--- config.mk ---
export PLATFORM = sky130hd
export DESIGN_NAME = ibex_mem_arbiter
export DESIGN_NICKNAME = d
export VERILOG_FILES = /design/src/rtl/ibex_mem_arb_pkg.sv /design/src/rtl/ibex_mem_arb_id_fifo.sv /design/src/rtl/ibex_mem_arbiter.sv
export SDC_FILE = /design/constraint.sdc
export NUM_CORES = 1
export LEC_CHECK = 0
export CAP_MARGIN = 20
export CORE_AREA = 3 3 123 125
export CTS_CLUSTER_DIAMETER = 50
export DETAILED_ROUTE_END_ITERATION = 8
export DIE_AREA = 0 0 126 128
export SETUP_SLACK_MARGIN = 0.15
export SYNTH_ARGS = -nofsm -noshare
export SYNTH_HDL_FRONTEND = slang
export SYNTH_HIERARCHICAL = 1
export SYNTH_SLANG_ARGS = --single-unit
--- constraint.sdc ---
create_clock -name clk -period 2.8 [get_ports clk]
set_input_delay 0.56 -clock clk [delete_from_list [all_inputs] [get_ports clk]]
set_output_delay 0.56 -clock clk [all_outputs]
set_load 0.01 [all_outputs]
--- src/rtl/ibex_mem_arb_pkg.sv ---
// Shared types and helpers for the ibex memory-port arbiter.
package ibex_mem_arb_pkg;

   typedef enum logic {
      ARB_IDLE   = 1'b0,
      ARB_LOCKED = 1'b1
   } arb_state_e;

   function automatic int ID_W(input int n);
      return (n <= 2) ? 1 : $clog2(n);
   endfunction

   // Requesters above NUM_REQ are zero, so a mod-8 search equals a mod-NUM_REQ search.
   function automatic logic [2:0] rr_pick(input logic [7:0] req, input logic [2:0] ptr);
      logic [2:0] idx;
      rr_pick = ptr;
      for (int i = 7; i >= 0; i--) begin
         idx = ptr + 3'(i);
         if (req[idx]) rr_pick = idx;
      end
   endfunction

endpackage

--- src/rtl/ibex_mem_arb_id_fifo.sv ---
// In-order ID FIFO, DEPTH entries; rdata shows the head, full/empty are registered-pointer derived.
module ibex_mem_arb_id_fifo #(
   parameter int DEPTH = 4,
   parameter int WIDTH = 1
) (
   input  logic             clk,
   input  logic             reset,
   input  logic             push,
   input  logic             pop,
   input  logic [WIDTH-1:0] wdata,
   output logic [WIDTH-1:0] rdata,
   output logic             full,
   output logic             empty
);

   localparam int AW = (DEPTH > 1) ? $clog2(DEPTH) : 1;

   logic [WIDTH-1:0] mem [DEPTH];
   logic [AW:0]      wptr;
   logic [AW:0]      rptr;

   assign empty = (wptr == rptr);
   assign full  = (wptr[AW] != rptr[AW]) && (wptr[AW-1:0] == rptr[AW-1:0]);
   assign rdata = mem[rptr[AW-1:0]];

   always_ff @(posedge clk) begin
      if (push && !full) mem[wptr[AW-1:0]] <= wdata;
   end

   always_ff @(posedge clk) begin
      if (reset) begin
         wptr <= '0;
         rptr <= '0;
      end else begin
         if (push && !full) wptr <= wptr + (AW+1)'(1);
         if (pop && !empty) rptr <= rptr + (AW+1)'(1);
      end
   end

endmodule

--- src/rtl/ibex_mem_arbiter.sv ---
// N-host ibex memory-port arbiter: zero-latency grant, in-order response routing via ID FIFO.
// Stalled address phases lock the selection; a full FIFO drops m_req_o. IBEX_MEM_ARB_FIXED_PRIO_EN selects fixed priority.
module ibex_mem_arbiter
   import ibex_mem_arb_pkg::*;
#(
   parameter int NUM_REQ         = 2,
   parameter int ADDR_WIDTH      = 32,
   parameter int DATA_WIDTH      = 32,
   parameter int MAX_OUTSTANDING = 4
) (
   input  logic                            clk,
   input  logic                            reset,
   input  logic [NUM_REQ-1:0]              h_req_i,
   output logic [NUM_REQ-1:0]              h_gnt_o,
   input  logic [NUM_REQ*ADDR_WIDTH-1:0]   h_addr_i,
   input  logic [NUM_REQ-1:0]              h_we_i,
   input  logic [NUM_REQ*DATA_WIDTH/8-1:0] h_be_i,
   input  logic [NUM_REQ*DATA_WIDTH-1:0]   h_wdata_i,
   output logic [NUM_REQ-1:0]              h_rvalid_o,
   output logic [NUM_REQ*DATA_WIDTH-1:0]   h_rdata_o,
   output logic [NUM_REQ-1:0]              h_err_o,
   output logic                            m_req_o,
   input  logic                            m_gnt_i,
   output logic [ADDR_WIDTH-1:0]           m_addr_o,
   output logic                            m_we_o,
   output logic [DATA_WIDTH/8-1:0]         m_be_o,
   output logic [DATA_WIDTH-1:0]           m_wdata_o,
   input  logic                            m_rvalid_i,
   input  logic [DATA_WIDTH-1:0]           m_rdata_i,
   input  logic                            m_err_i,
   output logic                            unexp_rsp_o
);

   localparam int IDW = ID_W(NUM_REQ);
   localparam int BW  = DATA_WIDTH / 8;
   localparam logic [IDW-1:0] LAST = IDW'(NUM_REQ - 1);

   arb_state_e     state;
   logic [IDW-1:0] lock_idx;
   logic [IDW-1:0] rr_ptr;
   logic [IDW-1:0] pick;
   logic [IDW-1:0] sel;
   logic [IDW-1:0] head;
   logic           full;
   logic           empty;
   logic           hs;
   logic           pop;

   assign pick = IDW'(rr_pick(8'(h_req_i), 3'(rr_ptr)));
   assign sel  = (state == ARB_LOCKED) ? lock_idx : pick;

   // full is registered, so a same-cycle pop cannot reopen the request path.
   assign m_req_o = h_req_i[sel] & ~full;
   assign hs      = m_req_o & m_gnt_i;
   assign pop     = m_rvalid_i & ~empty;

   assign m_addr_o  = h_addr_i[int'(sel)*ADDR_WIDTH +: ADDR_WIDTH];
   assign m_we_o    = h_we_i[sel];
   assign m_be_o    = h_be_i[int'(sel)*BW +: BW];
   assign m_wdata_o = h_wdata_i[int'(sel)*DATA_WIDTH +: DATA_WIDTH];
   assign h_rdata_o = {NUM_REQ{m_rdata_i}};

   always_comb begin
      h_gnt_o    = '0;
      h_rvalid_o = '0;
      h_err_o    = '0;
      if (hs) h_gnt_o[sel] = 1'b1;
      if (pop) begin
         h_rvalid_o[head] = 1'b1;
         h_err_o[head]    = m_err_i;
      end
   end

   always_ff @(posedge clk) begin
      if (reset) begin
         state       <= ARB_IDLE;
         lock_idx    <= '0;
         unexp_rsp_o <= 1'b0;
      end else begin
         if (m_rvalid_i && empty) unexp_rsp_o <= 1'b1;
         if (hs) begin
            state <= ARB_IDLE;
         end else if (state == ARB_LOCKED) begin
            if (!h_req_i[lock_idx]) state <= ARB_IDLE;
         end else if (m_req_o) begin
            state    <= ARB_LOCKED;
            lock_idx <= sel;
         end
      end
   end

`ifdef IBEX_MEM_ARB_FIXED_PRIO_EN
   assign rr_ptr = '0;
`else
   always_ff @(posedge clk) begin
      if (reset) rr_ptr <= '0;
      else if (hs) rr_ptr <= (sel == LAST) ? '0 : sel + IDW'(1);
   end
`endif

   ibex_mem_arb_id_fifo #(
      .DEPTH(MAX_OUTSTANDING),
      .WIDTH(IDW)
   ) u_id_fifo (
      .clk  (clk),
      .reset(reset),
      .push (hs),
      .pop  (pop),
      .wdata(sel),
      .rdata(head),
      .full (full),
      .empty(empty)
   );

endmodule
Word-level counts from Yosys, hierarchy flattened
Memory sizes are Yosys's and may differ from the RTL's. A register that Yosys moved wholly into a read port is not among the register bits.
Index checks and enable logic that the tools add are counted.
- add/subtract/negate cells: 10
- $lt $le $gt $ge: 13
- eq/ne operators: 3
- shift-type cells: 3
- mux-type cells: 46
- bitwise logic cells: 8
- reductions and logical operators: 10
- operators by type and width (cell ; number):
    indexed part select 64 x 7 -> 32 bit ; 2
    two-way mux 1 bit ; 32
    less-than comparator 3 x 4 -> 1 bit (second input constant) ; 6
    binary-select mux 1 bit (select 3 bit) ; 7
    two-way mux 2 bit ; 5
    indexed part select 8 x 4 -> 4 bit ; 1
    adder 1 x 2 -> 3 bit (second input constant) ; 2
    adder 1 x 3 -> 3 bit (second input constant) ; 2
    adder 3 x 1 -> 3 bit (second input constant) ; 2
    logical AND 1 bit ; 6
    less-than comparator 1 x 2 -> 1 bit (second input constant) ; 3
    less-than comparator 1 x 4 -> 1 bit (second input constant) ; 1
    less-than comparator 2 x 4 -> 1 bit (second input constant) ; 1
    inverter 1 bit ; 4
    adder 2 x 1 -> 3 bit (second input constant) ; 1
    adder 2 x 2 -> 3 bit (second input constant) ; 1
    bitwise AND 1 bit ; 3
    == test 3 bit ; 1
    AND reduction 3 bit ; 1
    adder 1 x 1 -> 2 bit (second input constant) ; 1
    bitwise AND 2 bit ; 1
    demux 1 bit (select 1 bit) ; 2
    == test 2 bit ; 1
    greater-or-equal comparator 1 bit (second input constant) ; 2
    4 further kinds ; 5
- flip-flop bits (word level): 10
- RAM bits: 4
- input bits: 177
- output and inout bits: 141
- logic and storage cells: 100
- memories: 1
- memories (name ; depth ; bits a word ; rd ports ; clocked after Yosys merged registers in ; wr ports ; RTL line ; text):
    u_id_fifo.mem ; 4 ; 1 ; 1 ; 1 ; 1 ; ibex_mem_arb_id_fifo.sv:18 ; logic [WIDTH-1:0] mem [DEPTH];

Longest topological paths before layout
Gate-level depths: netlist of the first run.
- depth in word-level cells: 19
- depth in mapped cells: 7
- gate-level depth less buffers: 6

By module
The synthesis of the first run kept the hierarchy.
- modules (own cells, without submodules) (module ; instances ; cells each ; area each (um^2) ; sequential area each (um^2)):
    ibex_mem_arbiter ; 1 ; 173 ; 1878.1 ; 80.1
    ibex_mem_arb_id_fifo ; 1 ; 75 ; 732.0 ; 280.3

Worst setup path after synthesis of the first run
Ideal clock, no wire load.
- path type: register to output
- start point: register u_id_fifo.wptr[0]
- end point: output h_gnt_o[0]
- arrival: 1.717 ns
- required time: 2.240 ns
- slack: 0.523 ns
- cell stages (with the launch flop): 5
- buffers on the path: 0
- cell sequence: dfxtp_1 > xor2_1 > nor3_1 > nor4b_4 > nor2b_1
- longest elaborated chain between the ends: 6
- RTL lines (item ; RTL line ; text):
    start, declared ; ibex_mem_arb_id_fifo.sv:19 ; logic [AW:0] wptr;
    start signal, assigned ; ibex_mem_arb_id_fifo.sv:35 ; if (push && !full) wptr <= wptr + (AW+1)'(1);
    == test 2 bit ; ibex_mem_arb_id_fifo.sv:23 ; assign full = (wptr[AW] != rptr[AW]) && (wptr[AW-1:0] == rptr[AW-1:0]);
    logical AND 1 bit ; ibex_mem_arb_id_fifo.sv:23 ;
    named net full ; ibex_mem_arbiter.sv:44 ; logic full;
    inverter 1 bit ; ibex_mem_arbiter.sv:53 ; assign m_req_o = h_req_i[sel] & ~full;
    bitwise AND 1 bit ; ibex_mem_arbiter.sv:53 ;
    bitwise AND 1 bit ; ibex_mem_arbiter.sv:54 ; assign hs = m_req_o & m_gnt_i;
    named net hs ; ibex_mem_arbiter.sv:46 ; logic hs;
    two-way mux 2 bit ; ibex_mem_arbiter.sv:67 ; if (hs) h_gnt_o[sel] = 1'b1;
    end, declared ; ibex_mem_arbiter.sv:14 ; output logic [NUM_REQ-1:0] h_gnt_o,
The timed path passes the listed nets, and every way through them passes these cells.

Final worst setup path of the first run
- start point: input h_req_i[0]
- end point: output m_wdata_o[28]
- longest elaborated chain between the ends: 12
- elaborated cells between the ends (all ways): 26
- those cells by class: 1 x shift; 25 x mux
- RTL lines (item ; RTL line ; text):
    start, declared ; ibex_mem_arbiter.sv:13 ; input logic [NUM_REQ-1:0] h_req_i,
    binary-select mux 1 bit (select 3 bit) ; ibex_mem_arb_pkg.sv:19 ; if (req[idx]) rr_pick = idx;
    two-way mux 1 bit (not written as such) ; ibex_mem_arb_pkg.sv:19 ;
    two-way mux 1 bit (7 in a row) ; ibex_mem_arb_pkg.sv:19 ;
    two-way mux 1 bit * ; ibex_mem_arb_pkg.sv:19 ;
    two-way mux 1 bit * ; ibex_mem_arbiter.sv:50 ; assign sel = (state == ARB_LOCKED) ? lock_idx : pick;
    indexed part select 64 x 7 -> 32 bit * ; ibex_mem_arbiter.sv:60 ; assign m_wdata_o = h_wdata_i[int'(sel)*DATA_WIDTH +: DATA_WIDTH];
    end, declared ; ibex_mem_arbiter.sv:27 ; output logic [DATA_WIDTH-1:0] m_wdata_o,
Mark *: on every way between the ends. The rest lies on a longest branch, timed or not. The select of a mux whose other input is x is not followed.

==> impl_table.tex, run 1 <==
\begin{tabular}{lr}
\hline
Metric & Value \\
\hline
\multicolumn{2}{l}{\textbf{Run status}} \\
Status & finished, final reports clean \\
\multicolumn{2}{l}{\textbf{Detailed routing}} \\
Iteration-0 DRC Markers & 128 \\
Total detailed-routing wirelength & 12,300 µm \\
Average wire per cell in the routed design & 20.0 µm \\
ANT nets after route & 0 \\
DRC violations left & 0 \\
Detailed-route via count & 2,517 \\
Length of the first detailed-routing pass in iterations & 4 \\
Vias per Instance & 4.11 \\
\multicolumn{2}{l}{\textbf{Layout}} \\
\# fillers & 1,420 \\
Area added between synthesis and finish & 88.2\% \\
Fin area & 4910 µm² \\
Diodes inserted & 0 \\
Fin nets & 616 \\
Ratio of cells with drive above 1 in the final layout & 36.3\% \\
\multicolumn{2}{l}{\textbf{CTS}} \\
Number of H-tree branching levels & 1 \\
Number of hold buffers added after cts & 0 \\
Later-pin clock latency in the skew report & 0.25 ns \\
Clock Root Buffer & sky130\_fd\_sc\_hd\_\_clkbuf\_16 \\
CTS tree & done \\
Number of buffers created by CTS & 3 \\
Sink Count & 16 \\
Maximum clock insertion buffer count & 2 \\
Clock slew at reported path FFs & 0.06 ns \\
\multicolumn{2}{l}{\textbf{Pwr}} \\
Clock power share & 17.0\% \\
Cell Int Power & 1.15 mW \\
Net switching fraction of the power & 32.2\% \\
IR drop worst, VDD & 263 µV \\
Total power after layout & 1.70 mW \\
Sw Pwr & 546 µW \\
Power Density & 346 nW/µm² \\
Leakage power & 2.10 nW \\
Sequential Power Share & 16.5\% \\
Combinational fraction of design power & 66.5\% \\
\multicolumn{2}{l}{\textbf{Hold path}} \\
Path class of the lowest-slack min-delay path & reg -> reg \\
\multicolumn{2}{l}{\textbf{Setup path}} \\
CP max stage delay & 0.29 ns \\
Kind of critical path & in -> out \\
Data required time of the worst path & 2.24 ns \\
Buf+Inv Stages, Crit Path & 5 \\
Signal arrival time at the worst endpoint & 2.05 ns \\
Maximum fanout along the worst path & 13 \\
Master of the slowest instance on the critical path & sky130\_fd\_sc\_hd\_\_mux2\_4 \\
Critical path, cell by cell & clkdlybuf4s15\_2 > nor2b\_2 > o211ai\_2 > nand2\_4 > buf\_12 > buf\_12 > buf\_16 > mux2\_4 > clkdlybuf4s15\_2 \\
Kind of end point of the critical path & output port \\
CP top delay family & buffers and inverters \\
Critical Path Start Type & primary input \\
\multicolumn{2}{l}{\textbf{Logic synthesis}} \\
Netlist area before placement & 2610 µm² \\
Top post-synthesis cells by count & sky130\_fd\_sc\_hd\_\_mux2\_4, sky130\_fd\_sc\_hd\_\_buf\_4, sky130\_fd\_sc\_hd\_\_dfxtp\_1 \\
Unique cell type count in the Yosys netlist & 41 \\
Synthesized instance count & 248 \\
Seq/Total Area, Yosys & 13.8\% \\
Average cell area after synthesis & 10.5 µm² \\
Fraction of synthesized cell area taken by the top area cell type & 38.5\% \\
Synthesized flop and latch total & 16 \\
Proportion of register bits with asynchronous set or reset after synthesis & 0\% \\
Main area contributors after synthesis & sky130\_fd\_sc\_hd\_\_mux2\_4, sky130\_fd\_sc\_hd\_\_buf\_4, sky130\_fd\_sc\_hd\_\_dfxtp\_1 \\
Net Count, Synth & 430 \\
Largest area contributor in the synthesized netlist & sky130\_fd\_sc\_hd\_\_mux2\_4 \\
Number of synthesized flops with an enable pin & 4 \\
Most common cell in the synthesized netlist & sky130\_fd\_sc\_hd\_\_mux2\_4 \\
Warnings, synthesis & 6 \\
Predominant post-synthesis flop cell & sky130\_fd\_sc\_hd\_\_dfxtp\_1 \\
\multicolumn{2}{l}{\textbf{STA}} \\
Post-Route Skew & 0.00926 ns \\
Achievable Freq & 0.383 GHz \\
Setup Viol. Count Final & 0 \\
Setup slack of the critical path after layout & 0.188 ns \\
Worst-case headroom to the max-slew limit & 61.0\% \\
Final period demand of the worst path & 2.61 ns \\
Slew at the pin closest to its max-slew limit & 0.580 ns \\
Final-report hold violation count & 0 \\
Final Hold Slack & 0.470 ns \\
Fraction of the cycle the final worst path needs & 93.3\% \\
Count of pins over their slew limit & 0 \\
Setup repair after global routing missed its margin & true \\
\multicolumn{2}{l}{\textbf{Place}} \\
DP HPWL & 9760 µm \\
Count of input and output buffers & 221 \\
Place WS & -0.271 ns \\
Final GP Congestion & 0.879 \\
Placed cell areas & 4650 µm² \\
\multicolumn{2}{l}{\textbf{Floorplan}} \\
Width of the die & 126 µm \\
Cell row count & 43 \\
Number of ports placed on the die boundary & 318 \\
Die footprint & 16,100 µm² \\
Placeable core region & 14,000 µm² \\
Die Span Y & 128 µm \\
Initial Util & 18.7\% \\
\multicolumn{2}{l}{\textbf{Flow run}} \\
\# Max-Cap Violations & 0 \\
\multicolumn{2}{l}{\textbf{Global routing}} \\
Number of antenna violations at the first check in global routing & 1 \\
Total global routing track utilization & 14.0\% \\
Residual overflow from global routing & 0 \\
First-pass GRT wire length & 17,500 µm \\
Maximum number of pins on one net before global-route repair & 18 \\
Via count of the first global-routing pass & 2,736 \\
\hline
\end{tabular}
## power groups by stage
stage                     sequential [mW]  combinational, mW  clock (mW)
after floorplan                     0.282              0.578           0
after global placement              0.280               1.08           0
after detailed placement            0.281               1.08           0
after CTS                           0.280               1.14       0.286
after global routing                0.283               1.19       0.304
final                               0.280               1.13       0.288
## metrics by stage
stage | util (%) | setup TNS [ns] | cells
after global routing | 35.1 | 0 | 613
after global placement | 33.2 | -16.69 | 594
after floorplan | - | 0 | 248
final | 35.1 | 0 | 613
after detailed placement | 33.2 | -16.35 | 594
after CTS | 35.3 | 0 | 613
## metal layers
layer | vias up | part of all wire [%] | wire length (µm) | global-route usage (%)
met4 | 2 | 0.60 | 74 | 1.70
met1 | 1181 | 42 | 5130 | 18.3
met5 | - | 0.11 | 13 | 0
met2 | 129 | 49 | 6050 | 24.0
li1 | 1195 | - | - | -
met3 | 10 | 8.2 | 1010 | 3.62
## tightest hold or removal path: cells and delay by family (launching register included)
| kind | cells | cell delay, ns |
|---|---|---|
| flops | 1 | 0.33 |
| simple gates | 1 | 0.07 |
| compound gates | 1 | 0.04 |
## cell usage in the layout (no fill, tap or decap), drive strengths merged, types with 4 or more instances in the layout
cell type | netlist | final
inv | 6 | 6
nor3b | 5 | 5
clkdlybuf4s15 | 0 | 27
mux2 | 69 | 69
nand4 | 6 | 6
edfxtp | 4 | 4
dfxtp | 12 | 12
nand3 | 5 | 5
clkbuf | 1 | 15
and2 | 7 | 7
nor2b | 7 | 7
a21oi | 5 | 5
nand2 | 5 | 5
dlygate4sd2 | 0 | 12
buf | 72 | 56
o21ai | 5 | 5
ha | 5 | 5
clkdlybuf4s50 | 0 | 146
## timing repair
item,4_1_cts,5_1_grt
pin swaps,4,2
setup endpoints to repair,76,54
cloned,6,0
setup buffers,9,0
resized for setup,168,54
## final cells by class
cell class | instances | area, µm² | area share (%)
Clock buffer | 3 | 75.1 | 1.53
Timing Repair Buffer | 254 | 2520 | 51.3
Multi-Input combinational cell | 153 | 1700 | 34.6
Clock inverter | 1 | 3.75 | 0.0764
Inverter | 6 | 22.5 | 0.459
Sequential cell | 16 | 367 | 7.46
Tap cell | 180 | 225 | 4.59
## logic make-up (layout without fill, tap and decap cells)
family,count (synthesis),in the layout,synth area share [%]
adder cells (fa/ha/maj),5,5,2.40
multiplexers,71,71,40.7
AO/OA/AOI/OAI,21,21,5.47
AND/OR/NAND/NOR,50,50,12.5
flip-flops,16,16,13.8
XOR/XNOR,6,6,2.30
buffers and inverters,79,264,22.9
## path summary, 6_finish.rpt
check                     endpoint  cells past startpoint              start  slack (ns)
hold / removal         unexp_rsp_o                      2        unexp_rsp_o        0.47
setup / recovery     m_wdata_o[28]                      9         h_req_i[0]        0.19
setup reg to reg  u_id_fifo/mem[2]                      8  u_id_fifo/rptr[0]        0.62
hold reg to reg        unexp_rsp_o                      2        unexp_rsp_o        0.47
(Power assumes the default switching activity.)
==> run 2: changes to the inputs <==
--- a/config.mk
+++ b/config.mk
@@ -6,10 +6,10 @@
 export NUM_CORES = 1
 export LEC_CHECK = 0
 export CAP_MARGIN = 20
-export CORE_AREA = 3 3 123 125
+export CORE_AREA = 2 2 122 124
 export CTS_CLUSTER_DIAMETER = 50
 export DETAILED_ROUTE_END_ITERATION = 8
-export DIE_AREA = 0 0 126 128
+export DIE_AREA = 0 0 124 126
 export SETUP_SLACK_MARGIN = 0.15
 export SYNTH_ARGS = -nofsm -noshare
 export SYNTH_HDL_FRONTEND = slang
==> constraint.sdc (replaced) <==
create_clock -name clk -period 2.95 [get_ports clk]
set_input_delay 0.59 -clock clk [delete_from_list [all_inputs] [get_ports clk]]
set_output_delay 0.59 -clock clk [all_outputs]
set_load 0.01 [all_outputs]
==> impl_table.tex, run 2 (synthesis results as in run 1) <==
\begin{tabular}{lr}
\hline
Metric & Value \\
\hline
\multicolumn{2}{l}{\textbf{Place}} \\
Placed cell areas & 4690 µm² (+0.86\%) \\
Count of input and output buffers & 221 (unchanged) \\
Final GP Congestion & 0.857 (-2.5\%) \\
DP HPWL & 9110 µm (-6.7\%) \\
\multicolumn{2}{l}{\textbf{Layout}} \\
Commonest non-fill, non-tap cells in the layout & sky130\_fd\_sc\_hd\_\_clkdlybuf4s50\_1, sky130\_fd\_sc\_hd\_\_mux2\_4, sky130\_fd\_sc\_hd\_\_dlygate4sd2\_1 \\
Fin area & 4870 µm² (-0.84\%) \\
Leading cell type in the layout, fill and taps excluded & sky130\_fd\_sc\_hd\_\_clkdlybuf4s50\_1 \\
Fin nets & 617 (+0.16\%) \\
Ratio of cells with drive above 1 in the final layout & 28.3\% (-7.9 points) \\
Area added between synthesis and finish & 86.6\% \\
\multicolumn{2}{l}{\textbf{Detailed routing}} \\
ANT nets after route & 0 (unchanged) \\
DRC violations left & 0 (unchanged) \\
Detailed-route via count & 2,531 (+0.56\%) \\
Average wire per cell in the routed design & 18.4 µm (-8.1\%) \\
Length of the first detailed-routing pass in iterations & 4 (unchanged) \\
Total detailed-routing wirelength & 11,400 µm (-7.2\%) \\
Vias per Instance & 4.09 (-0.42\%) \\
Iteration-0 DRC Markers & 195 (+52\%) \\
\multicolumn{2}{l}{\textbf{Floorplan}} \\
Initial Util & 18.2\% (-0.42 points) \\
Die footprint & 15,600 µm² (-3.1\%) \\
Cell row count & 44 (+2.3\%) \\
Placeable core region & 14,300 µm² (+2.3\%) \\
Width of the die & 124 µm (-1.6\%) \\
Number of ports placed on the die boundary & 318 (unchanged) \\
Die Span Y & 126 µm (-1.6\%) \\
\multicolumn{2}{l}{\textbf{CTS}} \\
CTS tree & done \\
Number of H-tree branching levels & 1 (unchanged) \\
Sink Count & 16 (unchanged) \\
Clock Root Buffer & sky130\_fd\_sc\_hd\_\_clkbuf\_16 \\
Later-pin clock latency in the skew report & 0.25 ns (about the same) \\
Number of buffers created by CTS & 3 (unchanged) \\
Maximum clock insertion buffer count & 2 (unchanged) \\
Number of hold buffers added after cts & 0 (unchanged) \\
Clock slew at reported path FFs & 0.05 ns (about the same) \\
\multicolumn{2}{l}{\textbf{Setup path}} \\
Critical Path Start Type & primary input \\
Signal arrival time at the worst endpoint & 2.17 ns (+0.12 ns) \\
CP top delay family & buffers and inverters \\
Master of the slowest instance on the critical path & sky130\_fd\_sc\_hd\_\_clkdlybuf4s50\_1 \\
Kind of end point of the critical path & output port \\
Maximum fanout along the worst path & 3 (-10) \\
Kind of critical path & in -> out \\
Data required time of the worst path & 2.36 ns (+0.12 ns) \\
Buf+Inv Stages, Crit Path & 3 (-2) \\
CP max stage delay & 0.55 ns (+0.26 ns) \\
Critical path, cell by cell & dlygate4sd2\_1 > buf\_4 > a21oi\_2 > nor4b\_4 > nor2b\_1 > clkdlybuf4s50\_1 \\
\multicolumn{2}{l}{\textbf{STA}} \\
Achievable Freq & 0.363 GHz \\
Final Hold Slack & 0.478 ns (+0.00792 ns) \\
Count of pins over their slew limit & 0 (unchanged) \\
Fraction of the cycle the final worst path needs & 93.4\% \\
Slew at the pin closest to its max-slew limit & 0.589 ns (+0.00853 ns) \\
Post-Route Skew & 0.00648 ns (-0.00278 ns) \\
Worst-case headroom to the max-slew limit & 60.5\% (-0.57 points) \\
Setup repair after global routing missed its margin & true \\
Final period demand of the worst path & 2.76 ns \\
Setup Viol. Count Final & 0 (unchanged) \\
Final-report hold violation count & 0 (unchanged) \\
\multicolumn{2}{l}{\textbf{Pwr}} \\
Power Density & 322 nW/µm² (-6.9\%) \\
Leakage power & 2.13 nW (+1.3\%) \\
IR drop worst, VDD & 170 µV (-35\%) \\
\multicolumn{2}{l}{\textbf{Global routing}} \\
Via count of the first global-routing pass & 2,657 (-2.9\%) \\
Total global routing track utilization & 13.3\% (-0.75 points) \\
Number of antenna violations at the first check in global routing & 1 (unchanged) \\
Maximum number of pins on one net before global-route repair & 18 (unchanged) \\
Residual overflow from global routing & 0 (unchanged) \\
First-pass GRT wire length & 15,600 µm (-10\%) \\
\multicolumn{2}{l}{\textbf{Flow run}} \\
\# Max-Cap Violations & 0 (unchanged) \\
\multicolumn{2}{l}{\textbf{Run status}} \\
Status & finished, final reports clean \\
\multicolumn{2}{l}{\textbf{Hold path}} \\
Path class of the lowest-slack min-delay path & reg -> reg \\
\hline
\end{tabular}
## run 2: changes by cell type in the layout (fill, tap and decap cells not counted), moves of 2 or more
| cell | previous run | this run |
|---|---|---|
| sky130_fd_sc_hd__clkdlybuf4s15_1 | 25 | 1 |
| sky130_fd_sc_hd__buf_6 | 4 | 2 |
| sky130_fd_sc_hd__buf_4 | 19 | 25 |
| sky130_fd_sc_hd__clkbuf_2 | 12 | 1 |
| sky130_fd_sc_hd__clkdlybuf4s50_1 | 146 | 149 |
| sky130_fd_sc_hd__dlygate4sd2_1 | 12 | 63 |
| sky130_fd_sc_hd__buf_12 | 8 | 6 |
| sky130_fd_sc_hd__buf_2 | 19 | 4 |
| sky130_fd_sc_hd__dfxtp_1 | 7 | 10 |
| sky130_fd_sc_hd__buf_16 | 6 | 0 |
| sky130_fd_sc_hd__clkdlybuf4s15_2 | 2 | 0 |
| sky130_fd_sc_hd__dfxtp_2 | 5 | 2 |
## run 2: path summary, 6_finish.rpt
path	end	cells after the start	start	slack, ns
max reg2reg	u_id_fifo/mem[3]	7	u_id_fifo/rptr[0]	0.72
min	unexp_rsp_o	2	unexp_rsp_o	0.48
min reg2reg	unexp_rsp_o	2	unexp_rsp_o	0.48
max	h_gnt_o[0]	6	h_req_i[1]	0.19
## run 2: layer usage
metal,track usage (%),up-vias,share of wire (%)
met5,0,-,0
met4,3.11,0,1.4
met3,3.80,16,11
met2,24.8,142,51
met1,14.6,1178,36
li1,-,1195,-
## run 2: final cells by class
cell class,instances,area [µm²]
Tap cell,184,230
Multi-Input combinational cell,154,1700
Timing Repair Buffer,254,2470
Antenna cell,1,2.50
Clock buffer,4,88.8
Fill cell,1471,9440
Inverter,6,22.5
Sequential cell,16,363
## run 2: through the flow
step                      power (mW)  util (%)  setup TNS (ns)  setup slack [ns]  std cells
after global placement          1.28      32.7          -13.45            -0.259        601
final                           1.57      34.0               0             0.195        619
after floorplan                0.816         -               0             0.643        248
after CTS                       1.58      33.9               0             0.161        618
after detailed placement        1.28      32.7          -13.31            -0.260        601
after global routing            1.64      34.0               0             0.136        618
## run 2: power breakdown
| group | internal (mW) | switching [mW] | total (mW) | leakage [nW] |
|---|---|---|---|---|
| Sequential | 0.248 | 0.0196 | 0.268 | 0.136 |
| Combinational | 0.624 | 0.380 | 1.00 | 1.95 |
| Clock | 0.206 | 0.0897 | 0.296 | 0.0442 |
| Total | 1.08 | 0.489 | 1.57 | 2.13 |
## run 2: tightest hold or removal path, stage by stage (launching register included)
cell and delay, ns:
sky130_fd_sc_hd__dfxtp_1 0.33, sky130_fd_sc_hd__a21oi_1 0.04, sky130_fd_sc_hd__nor2_1 0.07
## run 2: timing repair
item	in CTS	in global routing
endpoints found under the setup margin	73	35
buffers inserted	11	0
pin swaps	3	1
cloned	2	0
resized for setup	97	6
